<file path="config.mk">
export PLATFORM = sky130hd
export DESIGN_NAME = usb_stream_sink
export DESIGN_NICKNAME = d
export VERILOG_FILES = /design/src/rtl/usb_stream_pkg.sv /design/src/rtl/usb_rate_meter.sv /design/src/rtl/usb_stream_sink.sv
export SDC_FILE = /design/constraint.sdc
export NUM_CORES = 1
export LEC_CHECK = 0
export BUFFER_PORTS_ARGS = -buffer_cell sky130_fd_sc_hd__buf_4
export CELL_PAD_IN_SITES_DETAIL_PLACEMENT = 1
export CELL_PAD_IN_SITES_GLOBAL_PLACEMENT = 1
export CORE_MARGIN = 2
export CORE_UTILIZATION = 31
export DETAILED_ROUTE_END_ITERATION = 6
export PLACE_DENSITY_LB_ADDON = 0.2
export SYNTH_ARGS = -nofsm -noshare
export SYNTH_HDL_FRONTEND = slang
export SYNTH_SLANG_ARGS = --single-unit
</file>
<file path="constraint.sdc">
create_clock -name i_clk -period 2.8 [get_ports i_clk]
set_input_delay 0.42 -clock i_clk [delete_from_list [all_inputs] [get_ports i_clk]]
set_output_delay 0.42 -clock i_clk [all_outputs]
set_load 0.02 [all_outputs]
</file>
<file path="src/rtl/usb_stream_pkg.sv">
// Shared types and widths for the EP2 bulk OUT stream checker.
package usb_stream_pkg;

  typedef enum logic [1:0] {
    S_IDLE = 2'd0,
    S_LOCK = 2'd1,
    S_LOST = 2'd2
  } state_t;

  localparam logic MODE_CONST = 1'b0;
  localparam logic MODE_INCR  = 1'b1;

  localparam int BYTE_CNT_W = 32;
  localparam int ERR_CNT_W  = 16;

endpackage

</file>
<file path="src/rtl/usb_rate_meter.sv">
// Counts accepted bytes per fixed window of clock cycles and publishes the total.
module usb_rate_meter
  import usb_stream_pkg::*;
#(
  parameter int WINDOW_CYCLES = 60_000_000
) (
  input  logic                  i_clk,
  input  logic                  i_rst_n,
  input  logic                  i_clear,
  input  logic                  i_accept,
  output logic [BYTE_CNT_W-1:0] o_rate,
  output logic                  o_rate_vld
);

  localparam logic [31:0] LAST_CYC = 32'(WINDOW_CYCLES - 1);

  logic [31:0]           cyc_cnt;
  logic [BYTE_CNT_W-1:0] win_bytes;
  logic [BYTE_CNT_W-1:0] win_next;

  // Saturating sum including the byte accepted in this cycle.
  always_comb begin
    win_next = win_bytes;
    if (i_accept && (win_bytes != '1)) win_next = win_bytes + 1'b1;
  end

  always_ff @(posedge i_clk) begin
    if (!i_rst_n || i_clear) begin
      cyc_cnt    <= '0;
      win_bytes  <= '0;
      o_rate     <= '0;
      o_rate_vld <= 1'b0;
    end else begin
      o_rate_vld <= 1'b0;
      if (cyc_cnt == LAST_CYC) begin
        cyc_cnt    <= '0;
        win_bytes  <= '0;
        o_rate     <= win_next;
        o_rate_vld <= 1'b1;
      end else begin
        cyc_cnt   <= cyc_cnt + 32'd1;
        win_bytes <= win_next;
      end
    end
  end

endmodule

</file>
<file path="src/rtl/usb_stream_sink.sv">
// EP2 bulk OUT sink: accepts bytes from usb_fifo, checks constant/incrementing payload,
// tracks lock, counts bytes and errors, and reports throughput per window.
//   state  | meaning
//   S_IDLE | no byte seen since reset/clear; first byte seeds the sequence
//   S_LOCK | pattern locked, o_locked = 1
//   S_LOST | lock dropped after LOST_TH consecutive mismatches
module usb_stream_sink
  import usb_stream_pkg::*;
#(
  parameter int WINDOW_CYCLES = 60_000_000,
  parameter int LOST_TH       = 4,
  parameter int RELOCK_TH     = 8
) (
  input  logic                  i_clk,
  input  logic                  i_rst_n,
  input  logic                  i_clear,
  input  logic                  i_mode,
  input  logic [7:0]            i_const,
  input  logic                  i_stall,
  input  logic                  i_rx_dval,
  input  logic [7:0]            i_rx_data,
  output logic                  o_rx_rdy,
  output logic                  o_locked,
  output logic [BYTE_CNT_W-1:0] o_byte_cnt,
  output logic [ERR_CNT_W-1:0]  o_err_cnt,
  output logic                  o_first_err_vld,
  output logic [BYTE_CNT_W-1:0] o_first_err_idx,
  output logic [7:0]            o_first_err_exp,
  output logic [7:0]            o_first_err_got,
  output logic [BYTE_CNT_W-1:0] o_rate,
  output logic                  o_rate_vld
);

  localparam logic [15:0] LOST_N   = 16'(LOST_TH);
  localparam logic [15:0] RELOCK_N = 16'(RELOCK_TH);

  state_t      state;
  logic [7:0]  exp_byte;
  logic [15:0] bad_run;
  logic [15:0] good_run;
  logic        accept;
  logic [7:0]  ref_byte;
  logic        checked;
  logic        mismatch;

  assign accept   = i_rx_dval & o_rx_rdy;
  assign ref_byte = (i_mode == MODE_INCR) ? exp_byte : i_const;
  // In incrementing mode the very first byte only seeds the sequence.
  assign checked  = (state != S_IDLE) || (i_mode == MODE_CONST);
  assign mismatch = checked && (i_rx_data != ref_byte);

  always_ff @(posedge i_clk) begin
    if (!i_rst_n) begin
      o_rx_rdy        <= 1'b0;
      state           <= S_IDLE;
      exp_byte        <= '0;
      bad_run         <= '0;
      good_run        <= '0;
      o_locked        <= 1'b0;
      o_byte_cnt      <= '0;
      o_err_cnt       <= '0;
      o_first_err_vld <= 1'b0;
      o_first_err_idx <= '0;
      o_first_err_exp <= '0;
      o_first_err_got <= '0;
    end else begin
      o_rx_rdy <= ~i_stall;
      if (i_clear) begin
        state           <= S_IDLE;
        exp_byte        <= '0;
        bad_run         <= '0;
        good_run        <= '0;
        o_locked        <= 1'b0;
        o_byte_cnt      <= '0;
        o_err_cnt       <= '0;
        o_first_err_vld <= 1'b0;
        o_first_err_idx <= '0;
        o_first_err_exp <= '0;
        o_first_err_got <= '0;
      end else if (accept) begin
        o_byte_cnt <= o_byte_cnt + 1'b1;
        exp_byte   <= i_rx_data + 8'd1;
        if (mismatch) begin
          if (o_err_cnt != '1) o_err_cnt <= o_err_cnt + 1'b1;
          if (!o_first_err_vld) begin
            o_first_err_vld <= 1'b1;
            o_first_err_idx <= o_byte_cnt;
            o_first_err_exp <= ref_byte;
            o_first_err_got <= i_rx_data;
          end
        end
        case (state)
          S_IDLE: begin
            state    <= S_LOCK;
            o_locked <= 1'b1;
            bad_run  <= {15'd0, mismatch};
          end
          S_LOCK: begin
            if (mismatch) begin
              bad_run <= bad_run + 16'd1;
              if (bad_run + 16'd1 == LOST_N) begin
                state    <= S_LOST;
                o_locked <= 1'b0;
                good_run <= '0;
              end
            end else begin
              bad_run <= '0;
            end
          end
          S_LOST: begin
            if (mismatch) begin
              good_run <= '0;
            end else begin
              good_run <= good_run + 16'd1;
              if (good_run + 16'd1 == RELOCK_N) begin
                state    <= S_LOCK;
                o_locked <= 1'b1;
                bad_run  <= '0;
              end
            end
          end
          default: state <= S_IDLE;
        endcase
      end
    end
  end

  usb_rate_meter #(
    .WINDOW_CYCLES(WINDOW_CYCLES)
  ) u_rate_meter (
    .i_clk      (i_clk),
    .i_rst_n    (i_rst_n),
    .i_clear    (i_clear),
    .i_accept   (accept & ~i_clear),
    .o_rate     (o_rate),
    .o_rate_vld (o_rate_vld)
  );

endmodule

</file>
==> results_dict.tcl <==
set metrics [dict create \
    yosys-top-cells-count "dfxtp_1 (238), nor2_1 (171), nand2_1 (151), a21oi_1 (104), nand3_1 (64)" \
    power_switching_mw 1.70 \
    cts_made_buffers 28 \
    synthToLayoutAreaGrowth_pct 26.6 \
    finalHoldViolCount 0 \
    crit_buf_inv 0 \
    placed_cell_area_sq_um 12600 \
    cts_tree "yes" \
    drtIter0Drc 376 \
    drive_gt1_share_pct 20.0 \
    syn_inst 1273 \
    final_area_sq_um 13500 \
    finalWirelength_um 31300 \
    arrival_ns 3.03 \
    slew_viol_final 0 \
    root_buffer "clkbuf_16" \
    ys_ff_latch 238 \
    p_int_mw 5.72 \
    synth-async-reset-ratio_pct 0 \
    start_util_pct 31.2 \
    drv_cap 0 \
    boundaryPins 154 \
    path_clk_slew_ns 0.06 \
    grt_remaining_overflow 0 \
    drc_errors 0 \
    power_density_nw_per_um2 549 \
    pwr-share-seq_pct 45.8 \
    syn_area_sq_um 10700 \
    setup_tns_ns 0 \
    fin_crit_ns 2.61 \
    finalClockSkew_ns 0.0132 \
    cts_sinks 238 \
    grt_max_degree 57 \
    finalHoldWorstSlack_ns 0.119 \
    wl_per_cell_um 16.3 \
    postSynthAreaPerCell_sq_um 8.40 \
    peakVddDrop_uv 407 \
    worst_slew_pin_slew_ns 0.861 \
    antenna_cells 0 \
    status "finished, final reports clean" \
    yosysMostFrequentCell "dfxtp_1" \
    clk_path_buf_depth 3 \
    slew_headroom_pct 42.1 \
    gp_congestion 0.796 \
    ys.flop_type "dfxtp_1" \
    via_per_inst 4.98 \
    antenna_left 0 \
    rsz0062_at_grt "false" \
    grt_usage_pct 17.3 \
    grt_pass1_vias 9697 \
    synthDistinctLibCells 72 \
    cp.required_ns 3.22 \
    end_kind "register" \
    yosys_warnings 0 \
    dieWidth_um 190 \
    clk_latency_ns 0.54 \
    hp-class "in2reg" \
    fp.dieH_um 190 \
    nFillCells 4066 \
    r2r_slack_ns 0.19 \
    vias 9544 \
    critical_path_class "reg2reg" \
    num_rows 68 \
    fmax_mhz 384 \
    p_total_mw 7.43 \
    cp_max_fo 4 \
    dpl.hpwl_um 22100 \
    dieArea_sq_um 36000 \
    fin_crit_sh_pct 93.1 \
    worst_setup_path_start_kind "register" \
    stdcell_count 1916 \
    syn_nets 1309 \
    postCtsResizedCells 0 \
    firstDrtPassIters 4 \
    power.share.clock_pct 50.7 \
    final_nets 1475 \
    grt_pass1_wl_um 51600 \
    postCtsSetupBuffers 0 \
    port-buffer-count 153 \
    dpl.cell_count 1864 \
    p_comb_share_pct 3.4 \
    setup-violations-final 0 \
    max_stage_delay_ns 0.78 \
    yosys.area.top_type "dfxtp_1" \
    synth_top_area_share_pct 44.6 \
    p_sw_share_pct 22.9 \
    synth_edf_count 0 \
    htreeDepth 1 \
    core_area_sq_um 34300 \
    path_delay_family "simple AND/OR/NAND/NOR gates" \
    ctsHoldBuffers 0 \
    synth_area_leaders "dfxtp_1 (45%), nor2_1 (6.0%), nand2_1 (5.3%), xor2_1 (5.2%), a21oi_1 (4.9%)" \
    cp_slowest_cell "nor4_1" \
    p_leak_nw 4.92 \
    grt_antenna_before_repair 0 \
    worstPathCellList "nand2_1 -> or4_4 -> nor4_1 -> nand3_1 -> xor2_1 -> a21oi_1" \
    ys_seq_area_share_pct 44.6 \
]
final timing paths:
| check | depth (start not counted) | to | startpoint |
|---|---|---|---|
| max | 6 | u_rate_meter.o_rate[26] | u_rate_meter.win_bytes[4] |
| min | 2 | o_rx_rdy | i_stall |
| max reg2reg | 6 | u_rate_meter.o_rate[26] | u_rate_meter.win_bytes[4] |
| min reg2reg | 1 | u_rate_meter.cyc_cnt[0] | u_rate_meter.cyc_cnt[0] |
stage by stage:
step | util (%) | worst slack (ns)
finish | 39.5 | 0.194
global route | 39.5 | 0.0266
CTS | 39.4 | 0.109
detailed placement | 36.6 | 0.0565
global placement | 36.6 | 0.150
floorplan | - | 0.357
power groups by stage:
stage	Combinational (mW)	Clock [mW]	Sequential (mW)
detailed placement	0.258	0	3.48
global placement	0.256	0	3.48
CTS	0.259	3.88	3.40
finish	0.254	3.77	3.40
global route	0.277	4.03	3.40
floorplan	0.148	0	3.48
sequential cells by signal, summed over array words and instances, names as in the netlist:
signal                   flops
o_byte_cnt                  32
o_first_err_idx             32
u_rate_meter.cyc_cnt        32
u_rate_meter.o_rate         32
u_rate_meter.win_bytes      32
bad_run                     16
good_run                    16
o_err_cnt                   16
exp_byte                     8
o_first_err_exp              8
o_first_err_got              8
state                        2
o_first_err_vld              1
o_locked                     1
o_rx_rdy                     1
u_rate_meter.o_rate_vld      1
kinds of logic (layout without fill, tap and decap cells):
kind of cell / Yosys count / count (layout) / synth area share [%]
flip-flops: 238 / 238 / 44.6
multiplexers: 12 / 12 / 1.12
adder cells (fa/ha/maj): 14 / 14 / 1.64
XOR/XNOR: 118 / 118 / 9.67
buffers and inverters: 92 / 280 / 3.66
AND/OR/NAND/NOR: 574 / 574 / 26.7
AO/OA/AOI/OAI: 225 / 225 / 12.6
area by class of cell:
cell class	instances	area, sq um	share of cell area, %
flip-flops and latches	238	4770	35.2
well taps	455	569	4.21
clock inverters	17	174	1.28
repair buffers	208	1590	11.7
multi-input cells	943	5590	41.3
inverters	20	75.1	0.555
clock buffers	35	778	5.75
layer usage:
layer,share of wire [%],track usage [%],up-vias,wire length [um]
met2,47,29.7,140,14800
li1,-,-,4754,-
met4,1.8,3.70,0,565
met3,4.8,3.25,30,1510
met5,0,0,-,0
met1,46,22.5,4620,14300
placed cells by master (no fill, tap or decap), types with 20 or more instances in the layout:
master     count
nand2_1      151
nand3_1       64
a211oi_1      24
buf_4        206
and3_1        28
xnor2_1       55
inv_1         20
o21ai_0       51
xor2_1        63
nor2_1       171
nand4_1       36
dfxtp_1      236
a21oi_1      104
clkbuf_16     29
worst register-to-register path, stage by stage, from the launching register on:
cell     delay, ns
dfxtp_1       0.39
nand2_1       0.12
or4_4         0.58
nor4_1        0.78
nand3_1       0.19
xor2_1        0.32
a21oi_1       0.11
Power figures use the tool's default switching activity.
